--- config.mk ---
export PLATFORM = sky130hd
export DESIGN_NAME = i2c_cmd_arbiter_flat
export DESIGN_NICKNAME = d
export VERILOG_FILES = /design/src/rtl/i2c_cmd_arbiter_if.sv /design/src/rtl/i2c_cmd_arbiter.sv /design/src/flat_wrapper.sv
export SDC_FILE = /design/constraint.sdc
export NUM_CORES = 1
export LEC_CHECK = 0
export ABC_AREA = 1
export BUFFER_PORTS_ARGS = -buffer_cell sky130_fd_sc_hd__buf_2
export CAP_MARGIN = 20
export CORE_UTILIZATION = 50
export CTS_CLUSTER_DIAMETER = 50
export DETAILED_ROUTE_END_ITERATION = 8
export PLACE_DENSITY = 0.81
export RECOVER_POWER = 50
export SLEW_MARGIN = 10
export SYNTH_ARGS = -nofsm -noshare
export SYNTH_HDL_FRONTEND = slang
export SYNTH_SLANG_ARGS = --single-unit
--- constraint.sdc ---
create_clock -name clk100mhz -period 3.02 [get_ports clk100mhz]
set_input_delay 0.906 -clock clk100mhz [delete_from_list [all_inputs] [get_ports clk100mhz]]
set_output_delay 0.906 -clock clk100mhz [all_outputs]
set_load 0.02 [all_outputs]
--- src/rtl/i2c_cmd_arbiter_if.sv ---
// Requester and i2c_master signals shared by i2c_cmd_arbiter.
// Requester side: req is a level held until the matching done or err pulse; gnt marks ownership from arbitration to completion.
// Master side: a command launches when m_new_cmd falls, and m_busy high means the master owns the bus.
interface i2c_cmd_arbiter_if #(
    parameter int NUM_REQ = 4
);
    logic [NUM_REQ-1:0]   req;
    logic [8*NUM_REQ-1:0] req_addr;
    logic [8*NUM_REQ-1:0] req_data;
    logic [NUM_REQ-1:0]   gnt;
    logic [NUM_REQ-1:0]   done;
    logic [NUM_REQ-1:0]   err;
    logic [7:0]           rd_data;
    logic                 active;
    logic                 m_new_cmd;
    logic [7:0]           m_addr;
    logic [7:0]           m_data;
    logic                 m_busy;
    logic [7:0]           m_read_data;

    modport slave (
        input  req, req_addr, req_data, m_busy, m_read_data,
        output gnt, done, err, rd_data, active, m_new_cmd, m_addr, m_data
    );

    modport master (
        output req, req_addr, req_data, m_busy, m_read_data,
        input  gnt, done, err, rd_data, active, m_new_cmd, m_addr, m_data
    );
endinterface

--- src/rtl/i2c_cmd_arbiter.sv ---
// Round-robin arbiter that shares one i2c_master between NUM_REQ requesters and
// sequences each command through the master's new_cmd/busy handshake.
module i2c_cmd_arbiter #(
    parameter int NUM_REQ      = 4,
    parameter int CMD_HOLD     = 128,
    parameter int BUSY_TIMEOUT = 1024,
    localparam int ID_W        = (NUM_REQ > 1) ? $clog2(NUM_REQ) : 1,
    localparam int CNT_MAX     = (CMD_HOLD > BUSY_TIMEOUT) ? CMD_HOLD : BUSY_TIMEOUT,
    localparam int CNT_W       = (CNT_MAX > 2) ? $clog2(CNT_MAX) : 1
) (
    input  logic            clk100mhz,
    input  logic            res_n,
    i2c_cmd_arbiter_if.slave bus,
    output logic [2:0]      dbg_state,
    output logic [ID_W-1:0] dbg_rr_ptr
);

    typedef enum logic [2:0] {
        IDLE, ARB, ISSUE, WAIT_BUSY, WAIT_DONE, COMPLETE
    } state_t;

    state_t           state;
    logic [ID_W-1:0]  rr_ptr;
    logic [CNT_W-1:0] cnt;
    logic [ID_W-1:0]  win_id;
    logic             win_found;
    logic [ID_W-1:0]  cand;

    function automatic logic [ID_W-1:0] slot(input logic [ID_W-1:0] base, input int ofs);
        int s;
        s = int'(base) + ofs;
        if (s >= NUM_REQ) s = s - NUM_REQ;
        return ID_W'(s);
    endfunction

    // First requester at or after rr_ptr, wrapping modulo NUM_REQ.
    always_comb begin
        win_found = 1'b0;
        win_id    = '0;
        cand      = '0;
        for (int i = 0; i < NUM_REQ; i++) begin
            cand = slot(rr_ptr, i);
            if (!win_found && bus.req[cand]) begin
                win_found = 1'b1;
                win_id    = cand;
            end
        end
    end

    always_ff @(posedge clk100mhz) begin
        if (!res_n) begin
            state         <= IDLE;
            rr_ptr        <= '0;
            cnt           <= '0;
            bus.gnt       <= '0;
            bus.done      <= '0;
            bus.err       <= '0;
            bus.rd_data   <= '0;
            bus.m_new_cmd <= 1'b0;
            bus.m_addr    <= '0;
            bus.m_data    <= '0;
        end else begin
            bus.done <= '0;
            bus.err  <= '0;
            case (state)
                IDLE: begin
                    if (|bus.req && !bus.m_busy) state <= ARB;
                end
                ARB: begin
                    if (win_found) begin
                        bus.gnt       <= NUM_REQ'(1) << win_id;
                        bus.m_addr    <= bus.req_addr[{win_id, 3'b000} +: 8];
                        bus.m_data    <= bus.req_data[{win_id, 3'b000} +: 8];
                        rr_ptr        <= (win_id == ID_W'(NUM_REQ - 1)) ? '0 : win_id + 1'b1;
                        cnt           <= '0;
                        bus.m_new_cmd <= 1'b1;
                        state         <= ISSUE;
                    end else begin
                        state <= IDLE;
                    end
                end
                ISSUE: begin
                    // The master only launches once new_cmd falls, so it must drop after the hold.
                    if (cnt == CNT_W'(CMD_HOLD - 1)) begin
                        bus.m_new_cmd <= 1'b0;
                        cnt           <= '0;
                        state         <= WAIT_BUSY;
                    end else begin
                        cnt <= cnt + 1'b1;
                    end
                end
                WAIT_BUSY: begin
                    if (bus.m_busy) begin
                        state <= WAIT_DONE;
                    end else if (cnt == CNT_W'(BUSY_TIMEOUT - 1)) begin
                        bus.err <= bus.gnt;
                        state   <= COMPLETE;
                    end else begin
                        cnt <= cnt + 1'b1;
                    end
                end
                WAIT_DONE: begin
                    if (!bus.m_busy) begin
                        bus.rd_data <= bus.m_read_data;
                        bus.done    <= bus.gnt;
                        state       <= COMPLETE;
                    end
                end
                COMPLETE: begin
                    bus.gnt <= '0;
                    state   <= IDLE;
                end
                default: state <= IDLE;
            endcase
        end
    end

    assign bus.active = (state != IDLE);
    assign dbg_state  = state;
    assign dbg_rr_ptr = rr_ptr;

endmodule

--- src/flat_wrapper.sv ---
// flat-port wrapper written by rule: the top's interface ports become plain ports
module i2c_cmd_arbiter_flat 
#(
    parameter int NUM_REQ      = 4,
    parameter int CMD_HOLD     = 128,
    parameter int BUSY_TIMEOUT = 1024,
    localparam int ID_W        = (NUM_REQ > 1) ? $clog2(NUM_REQ) : 1,
    localparam int CNT_MAX     = (CMD_HOLD > BUSY_TIMEOUT) ? CMD_HOLD : BUSY_TIMEOUT,
    localparam int CNT_W       = (CNT_MAX > 2) ? $clog2(CNT_MAX) : 1
)
  (clk100mhz, res_n, dbg_state, dbg_rr_ptr, bus_req, bus_req_addr, bus_req_data, bus_m_busy, bus_m_read_data, bus_gnt, bus_done, bus_err, bus_rd_data, bus_active, bus_m_new_cmd, bus_m_addr, bus_m_data);
  i2c_cmd_arbiter_if #(.NUM_REQ(NUM_REQ)) bus_i ();
  input  logic clk100mhz;
  input  logic res_n;
  output logic [2:0] dbg_state;
  output logic [ID_W-1:0] dbg_rr_ptr;
  input wire logic [$bits(bus_i.req)-1:0] bus_req;
  input wire logic [$bits(bus_i.req_addr)-1:0] bus_req_addr;
  input wire logic [$bits(bus_i.req_data)-1:0] bus_req_data;
  input wire logic [$bits(bus_i.m_busy)-1:0] bus_m_busy;
  input wire logic [$bits(bus_i.m_read_data)-1:0] bus_m_read_data;
  output wire logic [$bits(bus_i.gnt)-1:0] bus_gnt;
  output wire logic [$bits(bus_i.done)-1:0] bus_done;
  output wire logic [$bits(bus_i.err)-1:0] bus_err;
  output wire logic [$bits(bus_i.rd_data)-1:0] bus_rd_data;
  output wire logic [$bits(bus_i.active)-1:0] bus_active;
  output wire logic [$bits(bus_i.m_new_cmd)-1:0] bus_m_new_cmd;
  output wire logic [$bits(bus_i.m_addr)-1:0] bus_m_addr;
  output wire logic [$bits(bus_i.m_data)-1:0] bus_m_data;
  assign bus_i.req = bus_req;
  assign bus_i.req_addr = bus_req_addr;
  assign bus_i.req_data = bus_req_data;
  assign bus_i.m_busy = bus_m_busy;
  assign bus_i.m_read_data = bus_m_read_data;
  assign bus_gnt = bus_i.gnt;
  assign bus_done = bus_i.done;
  assign bus_err = bus_i.err;
  assign bus_rd_data = bus_i.rd_data;
  assign bus_active = bus_i.active;
  assign bus_m_new_cmd = bus_i.m_new_cmd;
  assign bus_m_addr = bus_i.m_addr;
  assign bus_m_data = bus_i.m_data;
  i2c_cmd_arbiter #(.NUM_REQ(NUM_REQ), .CMD_HOLD(CMD_HOLD), .BUSY_TIMEOUT(BUSY_TIMEOUT)) u_core (.clk100mhz(clk100mhz), .res_n(res_n), .bus(bus_i), .dbg_state(dbg_state), .dbg_rr_ptr(dbg_rr_ptr));
endmodule
==> flow_summary.yaml <==
status:
  status: "complete, no violations"
routing:
  vias_per_cell: 5.15
  first_pass_iters: 5
  drc: 0
  wl_per_cell_um: 12.0
  routed_wl_um: 8510
  drt_iter0_drc: 241
  vias: 3650
  antenna_left: 0
logic_synthesis:
  yosys_warnings: 0
  synthArstFlopShare: 0
  avgSynthCellArea_um2: 6.14
  synth_nets: 606
  synth-seq-area-share: 0.325
  synth_area_leaders: "dfxtp_1 32%, nand2_1 17%, inv_1 8.9%"
  ys_types: 37
  postSynthCellCount: 522
  syn-cell-area_um2: 3200
  synth-edff-count: 0
  synthFlopType: "dfxtp_1"
  yosys.area.top_type: "dfxtp_1"
  netlist.area_leader.share: 0.325
  yosys_register_bits: 52
pwr:
  switchingPower_w: 0.00201
  swShare: 0.524
  combPwrFrac: 0.614
  p_leak_nw: 2.04
  pwr-share-clk: 0.126
  seqPwrFrac: 0.259
  intPower_w: 0.00182
  pwr_density_cell_nw_per_um2: 988
  ir_drop_uv: 805
  p_total_w: 0.00383
grt:
  grt_use_total: 0.261
  grt_pass1_vias: 3241
  grt_overflow: 0
  grt_pass1_wl_um: 13600
  antenna_found_initial: 0
  grt_start_max_net_pins: 37
die:
  core_um2: 6060
  die_x_um: 82.1
  core.rowCount: 28
  die_area_um2: 6730
  io_pins: 122
  start_util: 0.529
  die_h_um: 82.1
cells_and_area:
  fin_cells: 709
  final_common_cell: "nand2_1"
  final_net_count: 717
  postLayoutCellArea_um2: 3870
  drive_gt1_frac: 0.180
  syn_to_final_growth_pct: 20.9
  final_cell_mix: "145 x nand2_1, 81 x buf_2, 76 x inv_1"
  diodes: 0
timing:
  maxSlewHeadroom: 0.619
  period_minus_slack_ns: 2.45
  rsz0062_at_grt: "false"
  worst_slew_pin_slew_ns: 0.570
  finalSetupTns_ns: 0
  fin_worst_skew_ns: 0.00629
  hold_viol: 0
  report.final.slew_viol_count: 0
  setup_violations: 0
  fin_crit_sh: 0.810
  fmax_mhz: 409
clock_tree:
  hold_buffers: 0
  cts.sinks: 52
  cts_setup_buffers: 0
  cts_tree: "yes"
  htree_levels: 2
  root_buffer: "clkbuf_8"
  cts_made_buffers: 5
  clk_pin_slew_ns: 0.09
  clockBufferDepth: 2
  worstSkewPairLatency_ns: 0.31
  ctsResizeCount: 0
place:
  numPortBuffers: 121
  placed_cell_area_um2: 3810
  gp_congestion: 0.943
  dp.cells: 701
  place_hpwl_um: 6330
critical_path:
  r2r_cells: 10
  r2r-end: "u_core.dbg_rr_ptr[1]$_SDFFE_PN0P_"
  crit_top_cell: "nand2_1"
  slowest_stage: "ha_1"
  path_class: "primary input to flip-flop"
  worstSetupStartpoint: "bus_req[1]"
  cp.arrival_ns: 2.65
  critical_path.top_delay_family: "simple AND/OR/NAND/NOR gates"
  reg2reg_slack_ns: 0.63
  cp-end-kind: "flip-flop"
  crit_required_ns: 3.22
  crit_cells: 12
  worstPathCellList: "buf_2, inv_1, nand2_1, nand3_1, nand2_1, nor2_2, nand4_1, nand2_4, inv_4, ha_1, o21ai_0, a21oi_1"
  r2r-start: "u_core.dbg_rr_ptr[0]$_SDFFE_PN0P_"
  start_kind: "primary input"
  critical_path.max_fanout: 19
  crit_end: "u_core.dbg_rr_ptr[1]$_SDFFE_PN0P_"
  max_stage_delay_ns: 0.29
  path_buf_inv: 3
min_path:
  min_path_type: "flip-flop to flip-flop"
flow_run:
  drv_cap: 0
## worst reg2reg max path: stages (launching register included)
cell	delay, ns
dfxtp_1	0.64
nand2_1	0.18
nand3_1	0.15
nand2_1	0.10
nor2_2	0.16
nand4_1	0.16
nand2_4	0.25
inv_4	0.14
ha_1	0.29
o21ai_0	0.16
a21oi_1	0.06
## power by group through the flow
stage / clock network, W / registers (W) / logic (W)
after floorplan: 0 / 0.00115 / 0.00172
after global placement: 0 / 0.000997 / 0.00231
after detailed placement: 0 / 0.000999 / 0.00237
after CTS: 0.000492 / 0.000986 / 0.00239
after global routing: 0.000519 / 0.00101 / 0.00266
final: 0.000484 / 0.000992 / 0.00235
## final cells by class
type                            instances  area (um2)
Clock buffer                            5        68.8
Clock inverter                          3        42.5
Fill cell                             604        2190
Inverter                               85         327
Multi-Input combinational cell        363        1710
Sequential cell                        52        1040
Tap cell                               75        93.8
Timing Repair Buffer                  126         593
## logic make-up (layout without fill, tap and decap cells)
group / after synthesis / in the layout / synth area share
simple gates: 317 / 317 / 0.441
buf+inv: 107 / 219 / 0.142
flops: 52 / 52 / 0.325
compound gates: 39 / 39 / 0.0676
fa+ha+maj: 5 / 5 / 0.0195
xor+xnor: 2 / 2 / 0.00547
## sequential cells by signal, summed over array words and instances, names as in the netlist
name / count
u_core.cnt: 10
u_core.bus.m_data: 8
u_core.bus.done: 4
u_core.bus.m_new_cmd: 1
u_core.bus.err: 4
u_core.bus.rd_data: 8
u_core.bus.m_addr: 8
u_core.dbg_rr_ptr: 2
u_core.dbg_state: 3
u_core.bus.gnt: 4
## routing by layer
| layer | routed length (um) | GRT usage |
|---|---|---|
| met1 | 3630 | 0.308 |
| met2 | 3940 | 0.453 |
| met3 | 720 | 0.0578 |
| met4 | 217 | 0.105 |
| met5 | 0 | 0 |
## metrics by stage
stage | util | setup WS (ns) | hold WS (ns)
after global routing | 0.639 | 0.459 | 0.518
after global placement | 0.629 | 0.397 | 0.471
after floorplan | - | 0.613 | 0.466
after detailed placement | 0.629 | 0.263 | 0.471
after CTS | 0.648 | 0.598 | 0.490
final | 0.639 | 0.573 | 0.488
## synthesized netlist by cell type (2+ instances only)
| cell | n |
|---|---|
| a211oi_1 | 2 |
| a21oi_1 | 16 |
| buf_2 | 9 |
| buf_4 | 5 |
| buf_6 | 2 |
| clkbuf_1 | 5 |
| clkinv_1 | 2 |
| dfxtp_1 | 52 |
| ha_1 | 5 |
| inv_1 | 76 |
| inv_2 | 5 |
| nand2_1 | 145 |
| nand2_2 | 2 |
| nand3_1 | 43 |
| nand3_2 | 3 |
| nand4_1 | 36 |
| nor2_1 | 70 |
| nor2_2 | 2 |
| nor3_1 | 6 |
| o21ai_0 | 15 |
| or2_2 | 4 |
| xor2_1 | 2 |
## worst min path at each step
| stage | startpoint | endpoint | slack [ns] | cells after the start |
|---|---|---|---|---|
| finish | u_core.bus.gnt[1]$_SDFFE_PN0P_ | u_core.bus.done[1]$_SDFF_PP0_ | 0.49 | 2 |
| detailed placement | u_core.bus.gnt[3]$_SDFFE_PN0P_ | u_core.bus.done[3]$_SDFF_PP0_ | 0.47 | 2 |
| floorplan | u_core.cnt[3]$_SDFFE_PN0P_ | u_core.cnt[3]$_SDFFE_PN0P_ | 0.47 | 2 |
| CTS | u_core.bus.m_new_cmd$_SDFFE_PN0P_ | u_core.bus.m_new_cmd$_SDFFE_PN0P_ | 0.49 | 2 |
| global placement | u_core.bus.gnt[1]$_SDFFE_PN0P_ | u_core.bus.done[1]$_SDFF_PP0_ | 0.47 | 2 |
| global route | u_core.bus.gnt[3]$_SDFFE_PN0P_ | u_core.bus.done[3]$_SDFF_PP0_ | 0.52 | 2 |
No activity file was read; power rests on OpenSTA's default activity.
